===== src/rtl/demux_pkg.sv =====
// Shared constants and the occupancy encoding for the 1-to-2 stream demultiplexer.
// Counter logic in the top is enabled by defining DEMUX_COUNT_EN.
package demux_pkg;

    localparam int K_DEF  = 8;
    localparam int CW_DEF = 16;
    localparam int DEPTH  = 2;
    localparam int OCC_W  = $clog2(DEPTH + 1);

    typedef enum logic [OCC_W-1:0] {
        EMPTY = 2'd0,
        ONE   = 2'd1,
        FULL  = 2'd2
    } occ_e;

endpackage


===== src/rtl/demux_buf.sv =====
// Two-entry FIFO whose head word sits in its own register, so the port output
// is registered and reads as zero whenever the buffer is empty.
module demux_buf
    import demux_pkg::*;
#(
    parameter int K = K_DEF
) (
    input  logic         clk,
    input  logic         srst_n,
    input  logic         push_i,
    input  logic         pop_i,
    input  logic [K-1:0] din_i,
    output logic [K-1:0] head_o,
    output logic         full_o,
    output logic         empty_o
);

    occ_e         occ_q, occ_d;
    logic [K-1:0] head_q, head_d;
    logic [K-1:0] tail_q, tail_d;

    always_ff @(posedge clk) begin
        if (!srst_n) begin
            occ_q  <= EMPTY;
            head_q <= '0;
            tail_q <= '0;
        end else begin
            occ_q  <= occ_d;
            head_q <= head_d;
            tail_q <= tail_d;
        end
    end

    always_comb begin
        occ_d  = occ_q;
        head_d = head_q;
        tail_d = tail_q;
        case (occ_q)
            EMPTY: begin
                if (push_i) begin
                    head_d = din_i;
                    occ_d  = ONE;
                end
            end
            ONE: begin
                // With one word held, a simultaneous push+pop replaces the head directly.
                if (push_i && pop_i) begin
                    head_d = din_i;
                end else if (push_i) begin
                    tail_d = din_i;
                    occ_d  = FULL;
                end else if (pop_i) begin
                    head_d = '0;
                    occ_d  = EMPTY;
                end
            end
            FULL: begin
                if (pop_i) begin
                    head_d = tail_q;
                    tail_d = '0;
                    occ_d  = ONE;
                end
            end
            default: begin
                occ_d  = EMPTY;
                head_d = '0;
                tail_d = '0;
            end
        endcase
    end

    assign head_o  = head_q;
    assign full_o  = (occ_q == FULL);
    assign empty_o = (occ_q == EMPTY);

endmodule


===== src/rtl/demux1to2_stream.sv =====
// Stream demultiplexer: steers each accepted U word by Sel into the V or W buffer.
// Define DEMUX_COUNT_EN to enable the CntV/CntW transfer counters; otherwise they read 0.
module demux1to2_stream
    import demux_pkg::*;
#(
    parameter int k  = K_DEF,
    parameter int CW = CW_DEF
) (
    input  logic          Clock,
    input  logic          Resetn,
    input  logic [k-1:0]  U,
    input  logic          U_valid,
    input  logic          Sel,
    output logic          U_ready,
    output logic [k-1:0]  V,
    output logic          V_valid,
    input  logic          V_ready,
    output logic [k-1:0]  W,
    output logic          W_valid,
    input  logic          W_ready,
    output logic [CW-1:0] CntV,
    output logic [CW-1:0] CntW
);

    logic full_v, empty_v, full_w, empty_w;
    logic push_v, push_w, pop_v, pop_w;

    // Readiness looks only at the selected buffer, so a full port never blocks the other.
    assign U_ready = Sel ? !full_w : !full_v;
    assign push_v  = U_valid && !Sel && !full_v;
    assign push_w  = U_valid &&  Sel && !full_w;
    assign V_valid = !empty_v;
    assign W_valid = !empty_w;
    assign pop_v   = V_valid && V_ready;
    assign pop_w   = W_valid && W_ready;

    demux_buf #(.K(k)) u_buf_v (
        .clk     (Clock),
        .srst_n  (Resetn),
        .push_i  (push_v),
        .pop_i   (pop_v),
        .din_i   (U),
        .head_o  (V),
        .full_o  (full_v),
        .empty_o (empty_v)
    );

    demux_buf #(.K(k)) u_buf_w (
        .clk     (Clock),
        .srst_n  (Resetn),
        .push_i  (push_w),
        .pop_i   (pop_w),
        .din_i   (U),
        .head_o  (W),
        .full_o  (full_w),
        .empty_o (empty_w)
    );

`ifdef DEMUX_COUNT_EN
    logic [CW-1:0] cnt_v_q, cnt_v_d;
    logic [CW-1:0] cnt_w_q, cnt_w_d;

    always_comb begin
        cnt_v_d = cnt_v_q + CW'(pop_v);
        cnt_w_d = cnt_w_q + CW'(pop_w);
    end

    always_ff @(posedge Clock) begin
        if (!Resetn) begin
            cnt_v_q <= '0;
            cnt_w_q <= '0;
        end else begin
            cnt_v_q <= cnt_v_d;
            cnt_w_q <= cnt_w_d;
        end
    end

    assign CntV = cnt_v_q;
    assign CntW = cnt_w_q;
`else
    assign CntV = '0;
    assign CntW = '0;
`endif

endmodule


===== config.mk =====
export PLATFORM = sky130hd
export DESIGN_NAME = demux1to2_stream
export DESIGN_NICKNAME = d
export VERILOG_FILES = /design/src/rtl/demux_pkg.sv /design/src/rtl/demux_buf.sv /design/src/rtl/demux1to2_stream.sv
export SDC_FILE = /design/constraint.sdc
export NUM_CORES = 1
export LEC_CHECK = 0
export CORE_MARGIN = 3
export CORE_UTILIZATION = 48
export CTS_CLUSTER_DIAMETER = 50
export CTS_CLUSTER_SIZE = 8
export DETAILED_ROUTE_END_ITERATION = 6
export PLACE_DENSITY = 0.86
export REMOVE_ABC_BUFFERS = 1
export SETUP_SLACK_MARGIN = 0.1
export SYNTH_ARGS = -nofsm -noshare
export SYNTH_HDL_FRONTEND = slang
export SYNTH_SLANG_ARGS = --single-unit

===== constraint.sdc =====
create_clock -name Clock -period 1.9 [get_ports Clock]
set_clock_uncertainty 0.05 [all_clocks]
set_input_delay 0.38 -clock Clock [delete_from_list [all_inputs] [get_ports Clock]]
set_output_delay 0.38 -clock Clock [all_outputs]
set_load 0.05 [all_outputs]

# Yosys cells after proc, flatten, opt, wreduce, memory -nomap -nowiden
# Index checks and enable logic that the tools add are counted.
word_totals:
  ff_bits: 36
  inputBits: 14
  word_cells: 76
op_classes:
  n_reduce_logical: 21
  eq_ne: 18
  bitwise: 2
  n_mux: 29
op_table:
  columns: ["operator", "n"]
  rows:
  - ["8-bit two-way mux", 12]
  - ["8-bit one-hot mux with 3 select lines", 4]
  - ["4-bit AND reduction", 6]
  - ["2-bit two-way mux", 10]
  - ["2-bit by 1-bit != test with 1-bit output, second input constant", 6]
  - ["3-bit by 1-bit != test with 1-bit output, second input constant", 4]
  - ["2-bit one-hot mux with 3 select lines", 2]
  - ["1-bit logical AND", 8]
  - ["3-bit != test, second input constant", 2]
  - ["1-bit zero test", 5]
  - ["2-bit by 1-bit equality test with 1-bit output, second input constant", 2]
  - ["2-bit equality test, second input constant", 2]
  - ["2-bit zero test", 2]
  - ["2-bit != test, second input constant", 2]
  - ["1-bit inverter", 2]
  - ["1-bit two-way mux", 1]

# Logic depth before layout (Yosys ltp)
# Gate-level depths: netlist of run 1.
logic_depth:
  ltp_word: 7
  mapped_depth: 6
  mapped_depth_nobuf: 4

# By module
# Synthesis of run 1 repeated with hierarchy kept, for this count alone.
hier_totals:
  cells_unflattened: 228
  area_unflattened_um2: 2011.9
modules_own_cells:
  columns: ["module", "n_inst", "seq_area_each_um2", "area_each_um2", "cells_each"]
  rows:
  - ["demux_buf", 2, 360.3, 860.8, 94]
  - ["demux1to2_stream", 1, 0.0, 290.3, 40]

# Least setup slack after synthesis of run 1
# OpenSTA, ideal clock, no wires.
synth_timing:
  kind: "flip-flop to output port"
  from: "register u_buf_w.occ_q[0]"
  to: "output U_ready"
  stages_incl_launch_ff: 5
  required_ns: 1.470
  arrival_time_ns: 1.579
  setup_slack_ns: -0.109
  cell_sequence: "dfxtp_1 buf_6 clkbuf_1 nor2_1 mux2i_1"
synth_via:
  elab_chain_cells: 3
synth_rtl:
  columns: ["element", "line", "source"]
  rows:
  - ["from (decl)", "demux_buf.sv:18", "occ_e occ_q, occ_d;"]
  - ["from (signal assigned)", "demux_buf.sv:24", "occ_q <= EMPTY;"]
  - ["from (signal assigned)", "demux_buf.sv:28", "occ_q <= occ_d;"]
  - ["2-bit equality test", "demux_buf.sv:73", "assign full_o = (occ_q == FULL);"]
  - ["1-bit zero test", "demux1to2_stream.sv:29", "assign U_ready = Sel ? !full_w : !full_v;"]
  - ["1-bit two-way mux", "demux1to2_stream.sv:29", null]
  - ["to (decl)", "demux1to2_stream.sv:14", "output logic U_ready,"]
# No other way between the ends.

# Worst setup path after layout of run 1
layout_timing:
  from: "input Sel"
  to: "output U_ready"
layout_via:
  elab_chain_cells: 1
layout_rtl:
  columns: ["element", "line", "source"]
  rows:
  - ["from (decl)", "demux1to2_stream.sv:13", "input logic Sel,"]
  - ["1-bit two-way mux", "demux1to2_stream.sv:29", null]
# No other way between the ends.

==> metrics, run 1 <==
share of post-route cells with drive strength above 1=20.5%; row cnt=24; Final Critical Period=1740 ps; final count of pins violating max slew=0; post-detail-place hpwl=3.40 mm; PD cells=713 nW/um^2; Synth top area share=31.3%; full die area=5660 um^2; drt wl/cell=13.9 um; CP Capture Type=primary output; Synth Flop Type=dfxtp_1; total global routing overflow=0; IO Pins=65; critical path class=in -> out; Max Root-Sink Buffers=2; Tcrit/Tclk final=91.8%; Final Cell Area=2730 um^2; Achievable Freq=573 MHz; area grow syn2layout=18.6%; most area-consuming cells after synthesis=dfxtp_1 31%, mux2i_1 14%, buf_4 11%; DP Area=2610 um^2; #FFs+latches synth=36; vias in the first global route=1630; CTS tree=built; CP max FO=7; fin nets=301; Avg Inst Size Synth=9.24 um^2; Setup Fix Bufs, Post-CTS=0; status=completed; Post-synth ARST share=0%; Total GRT Usage=17.5%; synth unique cells=39; Final setup viols=0; DR vias=1766; Worst Path Required=1470 ps; WL final=4.74 mm; largest net degree at the start of global routing=37; drt pass-1 iters=4; most frequent cells in the layout=34 x nor2b_1, 32 x mux2i_1, 32 x conb_1, 32 x buf_4, 32 x dfxtp_1; die width=75.2 um; Yosys warning total=0; Final Hold Fails=0; Arr. time, crit path=1310 ps; VDD IR-drop max=0.000395 V; mapped cell area=2300 um^2; Sink Count=36; Clock transition at path regs=70 ps; Port Buffers=32; first-pass GRT wire length=7.57 mm; EDFF count, synth=0; CTS Hold Buffers Added=0; vias per cell=5.19; number of antenna violations at the first check in global routing=0; Remaining DRCs=0; commonest non-fill, non-tap cell in the layout=nor2b_1; sequential fraction of the synthesis area=31.3%; Post-DRT Antenna Nets=0; CTS Buf Count=5; GP Congestion=0.770; Leak Pwr=1.05 nW; CTS root buf=clkbuf_8; Worst setup SP type=primary input; chip height=75.2 um; max-cap violation count=0; post-synthesis cell count=249; Starting DRT DRC Count=102; diodes inserted=0; CTS H-tree lvls=2; Synth area leader=dfxtp_1; class of the worst hold path=reg -> reg; Clock Latency Late Sink=290 ps; final setup TNS=0 ps; Starting Density=51.4%; CORE AREA=4470 um^2; RSZ-0062 raised after global routing=no
synth_stat cells (all sizes together), types with 2 or more instances:
master and number:
nand3 2, inv 3, buf 45, a211o 2, a21oi 7, o21a 2, a22o 2, and2 16
nor3b 3, nand2 4, and3b 2, clkbuf 5, a22oi 15, dfxtp 36, o2bb2ai 14, nand3b 5
nor2 4, or3b 2, nor2b 34, mux2i 33, or2 2
worst max-delay path: stages:
cell	delay [ps]
dlygate4sd2_1	330
buf_4	180
mux2i_2	250
buf_12	170
what timing repair did:
| action | in CTS | in global routing |
|---|---|---|
| pin swaps | 0 | 1 |
| endpoints found under the setup margin | 2 | 8 |
| gates cloned | 0 | 0 |
| gates resized for setup | 7 | 6 |
state kept, by name, summed over array words and instances, names as in the netlist:
signal / count
u_buf_v.head_o: 8
u_buf_w.head_o: 8
u_buf_v.occ_q: 2
u_buf_w.tail_q: 8
u_buf_v.tail_q: 8
u_buf_w.occ_q: 2
through the flow:
| stage | hold WS (ps) | util, % | total power [mW] | worst slack [ps] | cells |
|---|---|---|---|---|---|
| final | 407 | 60.9 | 1.94 | 155 | 340 |
| after global routing | 445 | 60.9 | 2.03 | 110 | 340 |
| after CTS | 415 | 60.5 | 1.96 | 125 | 340 |
| after detailed placement | 404 | 58.3 | 1.39 | -154 | 332 |
| after global placement | 392 | 58.3 | 1.38 | -111 | 332 |
| after floorplan | 406 | - | 1.21 | -104 | 230 |
layer usage:
layer	track usage, %	routed length, um
met1	20.6	2130
met4	6.80	89
met3	4.94	223
met2	30.1	2300
met5	0	0
final timing paths:
path                           from                 to  slack, ps  cells after the start
setup / recovery                Sel            U_ready        160                      4
hold / removal    u_buf_v.head_o[5]  u_buf_v.head_o[5]        410                      2
hold reg to reg   u_buf_v.head_o[5]  u_buf_v.head_o[5]        410                      2
setup reg to reg   u_buf_v.occ_q[0]  u_buf_v.head_o[4]        430                      4
report_power, final:
part	switching, mW	internal (mW)	total (mW)
clock	0.272	0.296	0.567
combinational	0.380	0.189	0.569
sequential	0.0252	0.782	0.807
cells by family after synthesis:
family | Yosys count | synth area share [%]
and+or+nand+nor | 78 | 22.4
buffers and inverters | 53 | 15.5
AOI/OAI and AO/OA | 48 | 16.3
DFF | 36 | 31.3
muxes | 33 | 14.4
other | 1 | 0.163
area by class of cell:
type	count	area, um^2
Inverter	3	11.3
Multi-Input combinational cell	191	1360
Sequential cell	36	731
Tap cell	52	65.1
Clock buffer	8	90.1
Fill cell	386	1750
Timing Repair Buffer	50	469
Power figures use the tool's default switching activity.
==> run 2, diff against run 1 <==
Settings changed: CORE_UTILIZATION 48 to 52, GPL_ROUTABILITY_DRIVEN from default to 0, PLACE_DENSITY 0.86 to 0.92.
Clock period 1.9 ns to 2.05 ns, I/O delays scaled along.
==> metrics, run 2 (synthesis results as in run 1) <==
Crit. Startpoint=u_buf_w.head_o[1]; Arr. time, crit path=1460 ps; Final Critical Period=1920 ps; number of antenna violations at the first check in global routing=0; WL final=4.58 mm; Reg2Reg Setup Slack=470 ps; CP max FO=2; vias per cell=5.30; Total GRT Usage=18.4%; final count of pins violating max slew=0; register area=723 um^2; Max Root-Sink Buffers=2; CTS H-tree lvls=2; VDD IR-drop max=0.000387 V; final setup TNS=0 ps; Clock Latency Late Sink=290 ps; Leak Pwr=1.00 nW; Final setup viols=0; worst reg2reg startpoint=u_buf_v.occ_q[0]; CTS tree=built; grt peak-use layer=met2; Port Buffers=32; Achievable Freq=522 MHz; Remaining DRCs=0; Starting DRT DRC Count=81; Final Hold Fails=0; CORE AREA=4140 um^2; critical path class=reg -> out; Setup WS pre-CTS=-25.7 ps; post-layout util=65.8%; Worst Path Required=1590 ps; met3 usage=4.29%; most frequent cells in the layout=34 x nor2b_1, 34 x dfxtp_1, 32 x mux2i_1, 32 x conb_1, 29 x clkdlybuf4s50_1; max incr delay on CP=810 ps; status=completed; Setup WS post-layout=134 ps; area of the multi-input gates=1350 um^2; Critical-path top delay cell=clkdlybuf4s50_1; Clock transition at path regs=80 ps; class of the worst hold path=reg -> reg; PD cells=697 nW/um^2; fin nets=296; first-pass GRT wire length=7.71 mm; Setup Fix Bufs, Post-CTS=0; Worst setup SP type=flip-flop; fill count=339; worst reg2reg endpoint=u_buf_v.head_o[5]; chip height=72.5 um; IO Pins=65; drt wl/cell=13.7 um; CP Capture Type=primary output; largest net degree at the start of global routing=37; vias in the first global route=1665; met2 Usage GRT=29.9%; Reg2Reg Depth=5; Tot Pwr=1.90 mW; Slew @ Worst Pin=505 ps; Rel. slew slack=66.3%; max-cap violation count=0; Tcrit/Tclk final=93.5%; drt pass-1 iters=4; DR vias=1766; Post-DRT Antenna Nets=0; area grow syn2layout=18.6%; total global routing overflow=0; grt met1 use=24.4%; post-detail-place hpwl=3.21 mm; full die area=5260 um^2; RSZ-0062 raised after global routing=no; CP bufs+invs=1; CTS Buf Count=5; Sink Count=36; Starting Density=55.5%; Critical Path Sink=W[1]; diodes inserted=0; die width=72.5 um; Crit. path cell count=1; crit-path leading delay family=buffers and inverters; worst-path cell chain=clkdlybuf4s50_1; CTS root buf=clkbuf_8; share of post-route cells with drive strength above 1=12.0%; row cnt=23
[run 2: changes by cell type in the layout (fill, tap and decap cells not counted), sizes merged]
cell / previous run / this run
clkinvlp: 0 / 1
bufinv: 0 / 1
clkdlybuf4s50: 12 / 29
dlygate4sd2: 1 / 0
clkbuf: 8 / 5
buf: 37 / 16
clkinv: 0 / 1
[run 2: where the power goes]
| part | switching (mW) | leakage (nW) | internal, mW |
|---|---|---|---|
| sequential | 0.0236 | 0.293 | 0.727 |
| clock | 0.268 | 0.0541 | 0.360 |
| combinational | 0.348 | 0.655 | 0.174 |
| total | 0.640 | 1.00 | 1.26 |
[run 2: worst min-delay path by stage]
stage / start / endpoint / slack, ps / cells after the start
floorplan: u_buf_v.tail_q[0] / u_buf_v.tail_q[0] / 430 / 2
global placement: u_buf_v.head_o[5] / u_buf_v.head_o[5] / 390 / 2
detailed placement: u_buf_v.head_o[5] / u_buf_v.head_o[5] / 400 / 2
CTS: u_buf_v.head_o[5] / u_buf_v.head_o[5] / 410 / 2
global route: u_buf_v.head_o[5] / u_buf_v.head_o[5] / 440 / 2
finish: u_buf_v.head_o[5] / u_buf_v.head_o[5] / 410 / 2
[run 2: final cells by class]
| cell class | instances | share of cell area, % |
|---|---|---|
| multi-input cells | 191 | 49.3 |
| flip-flops and latches | 36 | 26.5 |
| repair buffers | 45 | 17.3 |
| clock buffers | 5 | 2.52 |
| well taps | 50 | 2.29 |
| clock inverters | 3 | 1.56 |
| inverters | 3 | 0.413 |
[run 2: per-stage QoR]
step,std cells,hold slack [ps],cell area (um^2)
floorplan,230,432,2070
global placement,325,390,2610
detailed placement,325,397,2610
CTS,333,410,2720
global route,333,436,2730
finish,333,408,2730
[run 2: what timing repair did]
item                       4_1_cts  5_1_grt
setup endpoints to repair        1        8
gates resized for setup          1        3
hold buffers                     0        0
hold endpoints to repair         0        0
[run 2: routing by layer]
layer / up-vias / routed length (um)
met4: 0 / 59
met2: 48 / 2280
met1: 832 / 1980
met3: 7 / 257
met5: - / 0
li1: 879 / -
